<file path="src/rtl/seq_match_ctrl.sv">
// ---------------------------------------------------------------------------
// seq_match_ctrl
//
// Run controller for a programmable serial pattern detector. A pattern of up
// to PAT_W bits, with its length, is loaded over the config port while the
// block is IDLE or DONE. A start pulse opens a run. During the run, valid
// serial bits shift through a PAT_W-bit window. Each occurrence of the pattern
// produces a registered one-cycle match pulse and bumps the match counter.
// The run finishes in DONE once a nonzero target count is reached, and stop
// aborts it back to IDLE.
//
// Build option:
//   SEQ_OVERLAP_EN  defined   -> overlapping detection (window kept on a hit)
//                   undefined -> non-overlapping detection (fill cleared on hit)
//
// Ports:
//   clk          rising-edge clock
//   rst_n        asynchronous active-low reset
//   cfg_we       load cfg_pattern / cfg_len (ignored while RUN)
//   cfg_pattern  pattern, bit [len-1] is received first, bit [0] last
//   cfg_len      pattern length, 0 or >PAT_W stored as PAT_W
//   target       match count that ends a run (0 = unbounded), sampled on start
//   start        begin a run (pulse)
//   stop         abort a run (pulse)
//   data_valid   data_in is valid this cycle
//   data_in      serial data bit
//   busy         high while RUN
//   match        one-cycle pulse per detected occurrence
//   match_cnt    matches in the current or last run (saturating)
//   done         high while DONE
// ---------------------------------------------------------------------------
module seq_match_ctrl #(
  parameter int PAT_W = 4,
  parameter int LEN_W = $clog2(PAT_W + 1),
  parameter int CNT_W = 8
) (
  input  logic             clk,
  input  logic             rst_n,
  input  logic             cfg_we,
  input  logic [PAT_W-1:0] cfg_pattern,
  input  logic [LEN_W-1:0] cfg_len,
  input  logic [CNT_W-1:0] target,
  input  logic             start,
  input  logic             stop,
  input  logic             data_valid,
  input  logic             data_in,
  output logic             busy,
  output logic             match,
  output logic [CNT_W-1:0] match_cnt,
  output logic             done
);

  typedef enum logic [1:0] {IDLE, RUN, DONE} state_t;

  // Reset pattern 1011 zero-extended; a narrower build falls back to PAT_W.
  localparam logic [PAT_W-1:0] RST_PATTERN = PAT_W'(4'b1011);
  localparam logic [LEN_W-1:0] RST_LEN     = LEN_W'((PAT_W >= 4) ? 4 : PAT_W);
  localparam logic [LEN_W-1:0] MAX_LEN     = LEN_W'(PAT_W);

`ifdef SEQ_OVERLAP_EN
  localparam bit OVERLAP = 1'b1;
`else
  localparam bit OVERLAP = 1'b0;
`endif

  state_t           state, state_next;
  logic [PAT_W-1:0] pattern;
  logic [LEN_W-1:0] len;
  logic [PAT_W-1:0] window;
  logic [LEN_W-1:0] fill;
  logic [CNT_W-1:0] target_q;

  logic             shift_en;
  logic             run_start;
  logic             cfg_load;
  logic [PAT_W-1:0] window_next;
  logic [LEN_W-1:0] fill_next;
  logic [PAT_W-1:0] len_mask;
  logic             hit;
  logic [CNT_W-1:0] cnt_inc;
  logic             reach_target;

  // Hit detection works on the post-shift window so the match pulse can be
  // registered on the same edge that samples the completing bit. A bit that
  // arrives together with stop is discarded, which also makes stop win over a
  // hit. The mask keeps only the low len bits; len == PAT_W shifts every one
  // out, leaving a full mask.
  always_comb begin
    shift_en     = (state == RUN) && data_valid && !stop;
    run_start    = (state != RUN) && start;
    cfg_load     = (state != RUN) && cfg_we;
    window_next  = {window[PAT_W-2:0], data_in};
    fill_next    = (fill == MAX_LEN) ? fill : fill + LEN_W'(1);
    len_mask     = ~({PAT_W{1'b1}} << len);
    hit          = shift_en && (fill_next >= len) &&
                   (((window_next ^ pattern) & len_mask) == '0);
    cnt_inc      = match_cnt + CNT_W'(1);
    reach_target = hit && (target_q != '0) && (cnt_inc == target_q);
  end

  // State register.
  always_ff @(posedge clk or negedge rst_n) begin
    if (!rst_n) state <= IDLE;
    else        state <= state_next;
  end

  // Next-state logic. In DONE a simultaneous start wins over stop.
  always_comb begin
    state_next = state;
    unique case (state)
      IDLE: if (start) state_next = RUN;
      RUN: begin
        if (stop)              state_next = IDLE;
        else if (reach_target) state_next = DONE;
      end
      DONE: begin
        if (start)     state_next = RUN;
        else if (stop) state_next = IDLE;
      end
      default: state_next = IDLE;
    endcase
  end

  // Status outputs decode straight from the state register.
  always_comb begin
    busy = (state == RUN);
    done = (state == DONE);
  end

  // Config, window, counter and registered match pulse. Config loaded in the
  // same cycle as start is already in place when the first run bit arrives.
  always_ff @(posedge clk or negedge rst_n) begin
    if (!rst_n) begin
      pattern   <= RST_PATTERN;
      len       <= RST_LEN;
      window    <= '0;
      fill      <= '0;
      target_q  <= '0;
      match     <= 1'b0;
      match_cnt <= '0;
    end else begin
      match <= 1'b0;
      if (cfg_load) begin
        pattern <= cfg_pattern;
        len     <= ((cfg_len == '0) || (cfg_len > MAX_LEN)) ? MAX_LEN : cfg_len;
      end
      if (run_start) begin
        window    <= '0;
        fill      <= '0;
        match_cnt <= '0;
        target_q  <= target;
      end else if (shift_en) begin
        window <= window_next;
        fill   <= (hit && !OVERLAP) ? '0 : fill_next;
        if (hit) begin
          match     <= 1'b1;
          match_cnt <= (match_cnt == '1) ? match_cnt : cnt_inc;
        end
      end
    end
  end

endmodule

</file>
<file path="config.mk">
export PLATFORM = sky130hd
export DESIGN_NAME = seq_match_ctrl
export DESIGN_NICKNAME = d
export VERILOG_FILES = /design/src/rtl/seq_match_ctrl.sv
export SDC_FILE = /design/constraint.sdc
export NUM_CORES = 1
export LEC_CHECK = 0
export CORE_ASPECT_RATIO = 1.4
export CORE_MARGIN = 1
export CORE_UTILIZATION = 57
export CTS_BUF_LIST = sky130_fd_sc_hd__clkbuf_8 sky130_fd_sc_hd__clkbuf_16
export DETAILED_ROUTE_END_ITERATION = 12
export PLACE_DENSITY = 0.88
export SKIP_LAST_GASP = 1
export SLEW_MARGIN = 40
export SYNTH_ARGS = -nofsm -noshare
export SYNTH_HDL_FRONTEND = slang
export SYNTH_SLANG_ARGS = --single-unit
export TNS_END_PERCENT = 1
</file>
<file path="constraint.sdc">
create_clock -name clk -period 4.9 [get_ports clk]
set_input_delay 1.47 -clock clk [delete_from_list [all_inputs] [get_ports clk]]
set_output_delay 1.47 -clock clk [all_outputs]
set_load 0.01 [all_outputs]
</file>
==> summary.txt, run 1 <==
vias per cell - 6.15
aggregate global-route resource usage - 30.9%
Leak - 1.00 nW
syn avg cell area - 10.2 sq um
Clk Latency, worst-skew pair - 0.29 ns
drc violations - 0
total congestion overflow - 0
Post-DP HPWL - 3.47 mm
Mapped Cells - 188
Yosys reg bits - 32
Peak supply drop - 0.311 mV
# rows - 24
drt first pass iters - 4
core area - 3150 sq um
GP Congestion - 0.907
Initial DRC Count - 63
IO buf count - 32
final hold viol count - 0
io pins - 33
Initial Utilization - 60.6%
Final Cycle Share - 69.4%
Antenna Nets Post-Route - 0
Post-layout nets - 250
post-synth top area cell - dfrtp_1
slowest CP cell - and4bb_1
critical path's largest stage delay - 0.48 ns
syn nets - 217
H-tree depth - 2
CTS tree - yes
worst path cell trace - clkdlybuf4s50_1 > and4bb_1 > o221a_4 > o211ai_4 > inv_2 > a21oi_1 > a221o_1
worst path arrival time - 3.56 ns
Finished Cell Area - 2370 sq um
first-pass GRT wire length - 7.97 mm
number of global-route vias before repair - 1,722
CP max FO - 12
# clock sinks - 32
Critical Path Sink Type - flip-flop
PD cells - 346 nW/um^2
post-synth top area share - 36.7%
Reg clk slew, reported paths - 0.07 ns
Avg WL per Cell - 18.1 microns
Clock Path Buffers - 2
post-CTS setup buffer count - 0
RSZ-0062 raised after global routing - false
min cycle time layout - 3.40 ns
Netlist cell types - 49
skew final - 0.00743 ns
vias - 1,606
CTS Hold Bufs - 0
placed insts - 253
sequential area share after synthesis - 42.2%
max-cap check violation count - 0
CTS buffer count - 5
Crit Path Class - input pin to flip-flop
Synth async-reset ratio - 100%
startpoint class of the critical path - input pin
Max Fclk - 294 MHz
Die Y - 70.5 microns
top_reg_cell synth - dfrtp_1
Min Hold Slack - 0.541 ns
Worst Hold Class - flip-flop to flip-flop
Slew Limit Fails - 0
Non-Filler Instances - 261
Synth-to-Final Area Change - 24.2%
largest net degree at the start of global routing - 33
die span in x - 50.9 microns
yosys warns - 0
setup TNS - 0 ns
DP Area - 2240 sq um
Worst slew margin - 63.5%
antenna diode count - 0
Post-Syn Area - 1910 sq um
DIE AREA - 3590 sq um
post-cts repair resize count - 0
worst path required time - 5.06 ns
reg2reg setup slack - 2.24 ns
proportion of layout cells with a drive suffix above 1 - 14.9%
EDFF count, synth - 0
status - finished, final reports clean
Final Setup Violations - 0
measured slew at the worst slew-check pin - 0.544 ns
antenna violations before repair - 0
CTS Root Cell - clkbuf_8
top cells by area, synth - dfrtp_1 (37%), mux2_2 (7.1%), dfstp_2 (5.5%)
Routed WL - 4.72 mm
==> area by class of cell <==
cell class,count,area (sq um)
inverter,8,30.0
clock inverter,1,30.0
fill,238,782
sequential,32,806
tap,39,48.8
clock buffer,7,96.3
timing repair buffer,33,328
multi-input combinational,141,1030
==> flip-flops by register name, summed over array words and instances, names as in the netlist <==
register,count
fill,3
window,3
target_q,8
match,1
len,3
state,2
pattern,4
match_cnt,8
==> cell usage in the layout (no fill, tap or decap), types with 4 or more instances in the layout <==
cell | Yosys | final
o21ai_0 | 6 | 6
nand2_1 | 18 | 18
dfstp_2 | 4 | 4
clkdlybuf4s50_1 | 0 | 32
xor2_1 | 6 | 6
a221o_1 | 4 | 4
xnor2_1 | 9 | 9
a21oi_1 | 6 | 6
mux2_2 | 12 | 12
nor2_1 | 11 | 11
nor2b_1 | 6 | 6
clkbuf_8 | 0 | 7
nand3_1 | 5 | 5
dfrtp_1 | 28 | 28
inv_1 | 7 | 7
nor4_1 | 4 | 4
ha_1 | 7 | 7
nor3_1 | 6 | 6
==> final timing paths <==
check | from | to | cells past startpoint
max reg2reg | fill[0] | match_cnt[5] | 11
min | target_q[0] | target_q[0] | 1
max | stop | match_cnt[5] | 7
max in group asynchronous | rst_n | pattern[0] | 2
min reg2reg | target_q[0] | target_q[0] | 1
min in group asynchronous | rst_n | len[1] | 2
==> critical path, delay by kind of cell <==
family	cells	cell delay, ns
AO/OA/AOI/OAI	4	0.99
buffers and inverters	2	0.61
AND/OR/NAND/NOR	1	0.48
==> through the flow <==
stage	power [mW]	setup WS [ns]	util (%)
after detailed placement	0.545	1.27	71.2
final	0.820	1.50	75.2
after CTS	0.826	1.54	75.2
after global routing	0.859	1.38	75.2
after global placement	0.531	1.35	71.2
after floorplan	0.473	2.10	-
==> logic make-up after synthesis <==
logic type	Yosys count	share of synthesized area [%]
compound gates	35	14.4
xor+xnor	15	6.88
fa+ha+maj	8	5.11
buf+inv	15	3.74
flops	32	42.2
mux	12	7.08
simple gates	71	20.6
==> cells in the mapped netlist, types with 4 or more instances <==
| cell | count |
|---|---|
| a21oi_1 | 6 |
| inv_1 | 7 |
| nand2_1 | 18 |
| xnor2_1 | 9 |
| nor4_1 | 4 |
| mux2_2 | 12 |
| dfrtp_1 | 28 |
| ha_1 | 7 |
| xor2_1 | 6 |
| nand3_1 | 5 |
| nor2_1 | 11 |
| nor2b_1 | 6 |
| dfstp_2 | 4 |
| nor3_1 | 6 |
| o21ai_0 | 6 |
| a221o_1 | 4 |
==> per-layer routing <==
| metal | routed length [microns] | GRT usage, % | vias up |
|---|---|---|---|
| met5 | 0 | 0 | - |
| met4 | 311 | 22.8 | 0 |
| met3 | 220 | 7.84 | 31 |
| met2 | 2510 | 54.1 | 70 |
| met1 | 1670 | 29.7 | 760 |
| li1 | - | - | 745 |
==> report_power, final <==
group / internal [mW] / switching [mW]
sequential: 0.306 / 0.0429
clock: 0.179 / 0.0991
combinational: 0.0948 / 0.0977
Power figures use the tool's default switching activity.
==> inputs of run 2 (changes only) <==
- CORE_UTILIZATION: 57 -> 47
- PLACE_DENSITY: 0.88 -> 0.78
- clock period: 4.9 -> 3.02 ns (I/O delays scaled with it)
==> summary.txt, run 2 (synthesis gave the netlist of run 1 again) <==
Routed WL - 4.17 mm (-12%)
Reg clk slew, reported paths - 0.07 ns (about the same)
skew final - 0.00797 ns (+0.000536 ns)
Crit Path Class - flip-flop to flip-flop
critical path's largest stage delay - 0.42 ns (-0.06 ns)
Top Family by Delay on Critical Path - compound AO/OA/AOI/OAI gates
Worst Hold Class - flip-flop to flip-flop
Clk Latency, worst-skew pair - 0.29 ns (about the same)
CTS Hold Bufs - 0 (unchanged)
CTS buffer count - 5 (unchanged)
Initial DRC Count - 59 (-6.3%)
Non-Filler Instances - 268 (+2.7%)
combinational power share - 24.2% (+0.7 points)
Final Cycle Share - 85.6%
reg2reg setup slack - 0.44 ns (-1.80 ns)
H-tree depth - 2 (unchanged)
Sw Share - 29.5% (+0.31 points)
Final Setup Violations - 0 (unchanged)
GP Congestion - 0.811 (-11%)
total congestion overflow - 0 (unchanged)
Post-layout nets - 253 (+1.2%)
io pins - 33 (unchanged)
CP max FO - 12 (unchanged)
Post-DP HPWL - 3.08 mm (-11%)
fillers - 332 (+39%)
GR Util met2 - 35.5% (-19 points)
Min-Delay Path Depth - 2 (+1)
Leak - 1.01 nW (+1.0%)
met1 Resource Use GR - 25.5% (-4.2 points)
GR peak layer - met2
proportion of layout cells with a drive suffix above 1 - 15.6% (+0.69 points)
first-pass GRT wire length - 7.22 mm (-9.3%)
slowest CP cell - dfrtp_1
min cycle time layout - 2.58 ns
reg-to-reg critical path startpoint - fill[0]
Max Fclk - 387 MHz
max-cap check violation count - 0 (unchanged)
Avg WL per Cell - 15.6 microns (-14%)
PD cells - 533 nW/um^2 (+54%)
hold path startpoint - len[2]
RR Endpoint - match_cnt[7]
aggregate global-route resource usage - 21.8% (-9.1 points)
biggest regs - match_cnt x8, target_q x8, pattern x4
most common cell after layout, fill and taps aside - clkdlybuf4s50_1
number of global-route vias before repair - 1,552 (-9.9%)
IO buf count - 32 (unchanged)
WP buf/inv - 2 (unchanged)
antenna diode count - 0 (unchanged)
Seq pwr share - 44.1% (+1.5 points)
status - finished, final reports clean
Antenna Nets Post-Route - 0 (unchanged)
measured slew at the worst slew-check pin - 0.483 ns (-0.0606 ns)
R2R cell count - 11 (unchanged)
RSZ-0062 raised after global routing - false
largest net degree at the start of global routing - 33 (unchanged)
Clock Path Buffers - 2 (unchanged)
worst path cell trace - inv_1 > ha_1 > nand2_1 > xnor2_1 > ha_1 > nor2b_1 > o21ai_1 > o211ai_4 > inv_2 > a21oi_1 > a221o_1
Net Switching - 375 uW (+56%)
Min Hold Slack - 0.529 ns (-0.0121 ns)
# rows - 27 (+13%)
Die Y - 77.4 microns (+9.8%)
drt first pass iters - 4 (unchanged)
Synth-to-Final Area Change - 24.6%
Worst Hold Path EP - len[2]
met3 usage - 5.67% (-2.2 points)
Sequential Area - 806 sq um (unchanged)
placed insts - 260 (+2.8%)
Critical Path Sink Type - flip-flop
crit-path most repeated cell - ha_1
post-CTS setup buffer count - 0 (unchanged)
Initial Utilization - 48.7% (-12 points)
antenna violations before repair - 0 (unchanged)
worst path required time - 3.24 ns (-1.82 ns)
total power - 1.27 mW (+55%)
die span in x - 55.9 microns (+9.7%)
internal power - 894 uW (+54%)
worst path arrival time - 2.80 ns (-0.76 ns)
vias - 1,561 (-2.8%)
CTS tree - yes
Worst slew margin - 67.5% (+4.0 points)
part of the power in the clock network - 31.8% (-2.2 points)
CTS Root Cell - clkbuf_8
setup TNS - 0 ns (unchanged)
core area - 3920 sq um (+24%)
area taken by multi-input logic gates - 1030 sq um (unchanged)
vias per cell - 5.82 (-5.3%)
Slew Limit Fails - 0 (unchanged)
commonest cells after routing, fill and taps aside - clkdlybuf4s50_1 (32), dfrtp_1 (28), nand2_1 (18), mux2_2 (12), nor2_1 (11)
Peak supply drop - 0.436 mV (+40%)
final hold viol count - 0 (unchanged)
DIE AREA - 4320 sq um (+21%)
drc violations - 0 (unchanged)
post-cts repair resize count - 0 (unchanged)
final core utilization - 60.7% (-14 points)
startpoint class of the critical path - flip-flop
# clock sinks - 32 (unchanged)
[run 2: cell count changes in the layout (fill, tap and decap cells not counted)]
cell      before  now
buf_4          1    4
clkbuf_8       7    5
clkinv_2       0    1
inv_1          7    8
[run 2: final cells by class]
cell class | instances | share of cell area, %
inverter | 8 | 1.26
clock inverter | 3 | 1.63
clock buffer | 5 | 2.89
tap | 43 | 2.26
sequential | 32 | 33.9
multi-input combinational | 141 | 43.4
timing repair buffer | 36 | 14.7
[run 2: stage by stage]
| step | area (sq um) | setup slack (ns) |
|---|---|---|
| after global routing | 2380 | 0.192 |
| after global placement | 2270 | 0.229 |
| after detailed placement | 2270 | 0.188 |
| after CTS | 2380 | 0.440 |
| after floorplan | 1910 | 0.779 |
| final | 2380 | 0.436 |
[run 2: worst min-delay path: stages (launching register included)]
cell	delay, ns
dfstp_2	0.40
nand2_1	0.06
o21ai_0	0.07
[run 2: worst max-delay path by stage]
stage | start | to | slack (ns) | cells after the start
2_1_floorplan | stop | state[1] | 0.78 | 7
3_3_place_gp | stop | match_cnt[6] | 0.23 | 7
3_5_place_dp | stop | match_cnt[7] | 0.19 | 7
4_1_cts | fill[0] | match_cnt[7] | 0.44 | 11
5_1_grt | fill[0] | match_cnt[7] | 0.19 | 11
6_report | fill[0] | match_cnt[7] | 0.44 | 11
[run 2: power groups by stage]
stage	combinational (mW)	sequential, mW	clock [mW]
after detailed placement	0.309	0.568	0
after global placement	0.301	0.566	0
after global routing	0.343	0.570	0.433
after CTS	0.310	0.560	0.413
final	0.307	0.559	0.403
after floorplan	0.219	0.548	0
[run 2: per-layer routing]
layer,vias up,part of all wire (%)
met5,-,0
met4,0,4.1
met3,14,4.1
met2,33,51
met1,763,41
li1,751,-
==> inputs of run 3 (changes only) <==
- CTS_CLUSTER_SIZE: unset -> 28
==> results of run 3 <==
The final DEF is identical to that of run 2; final timing and power are the same.
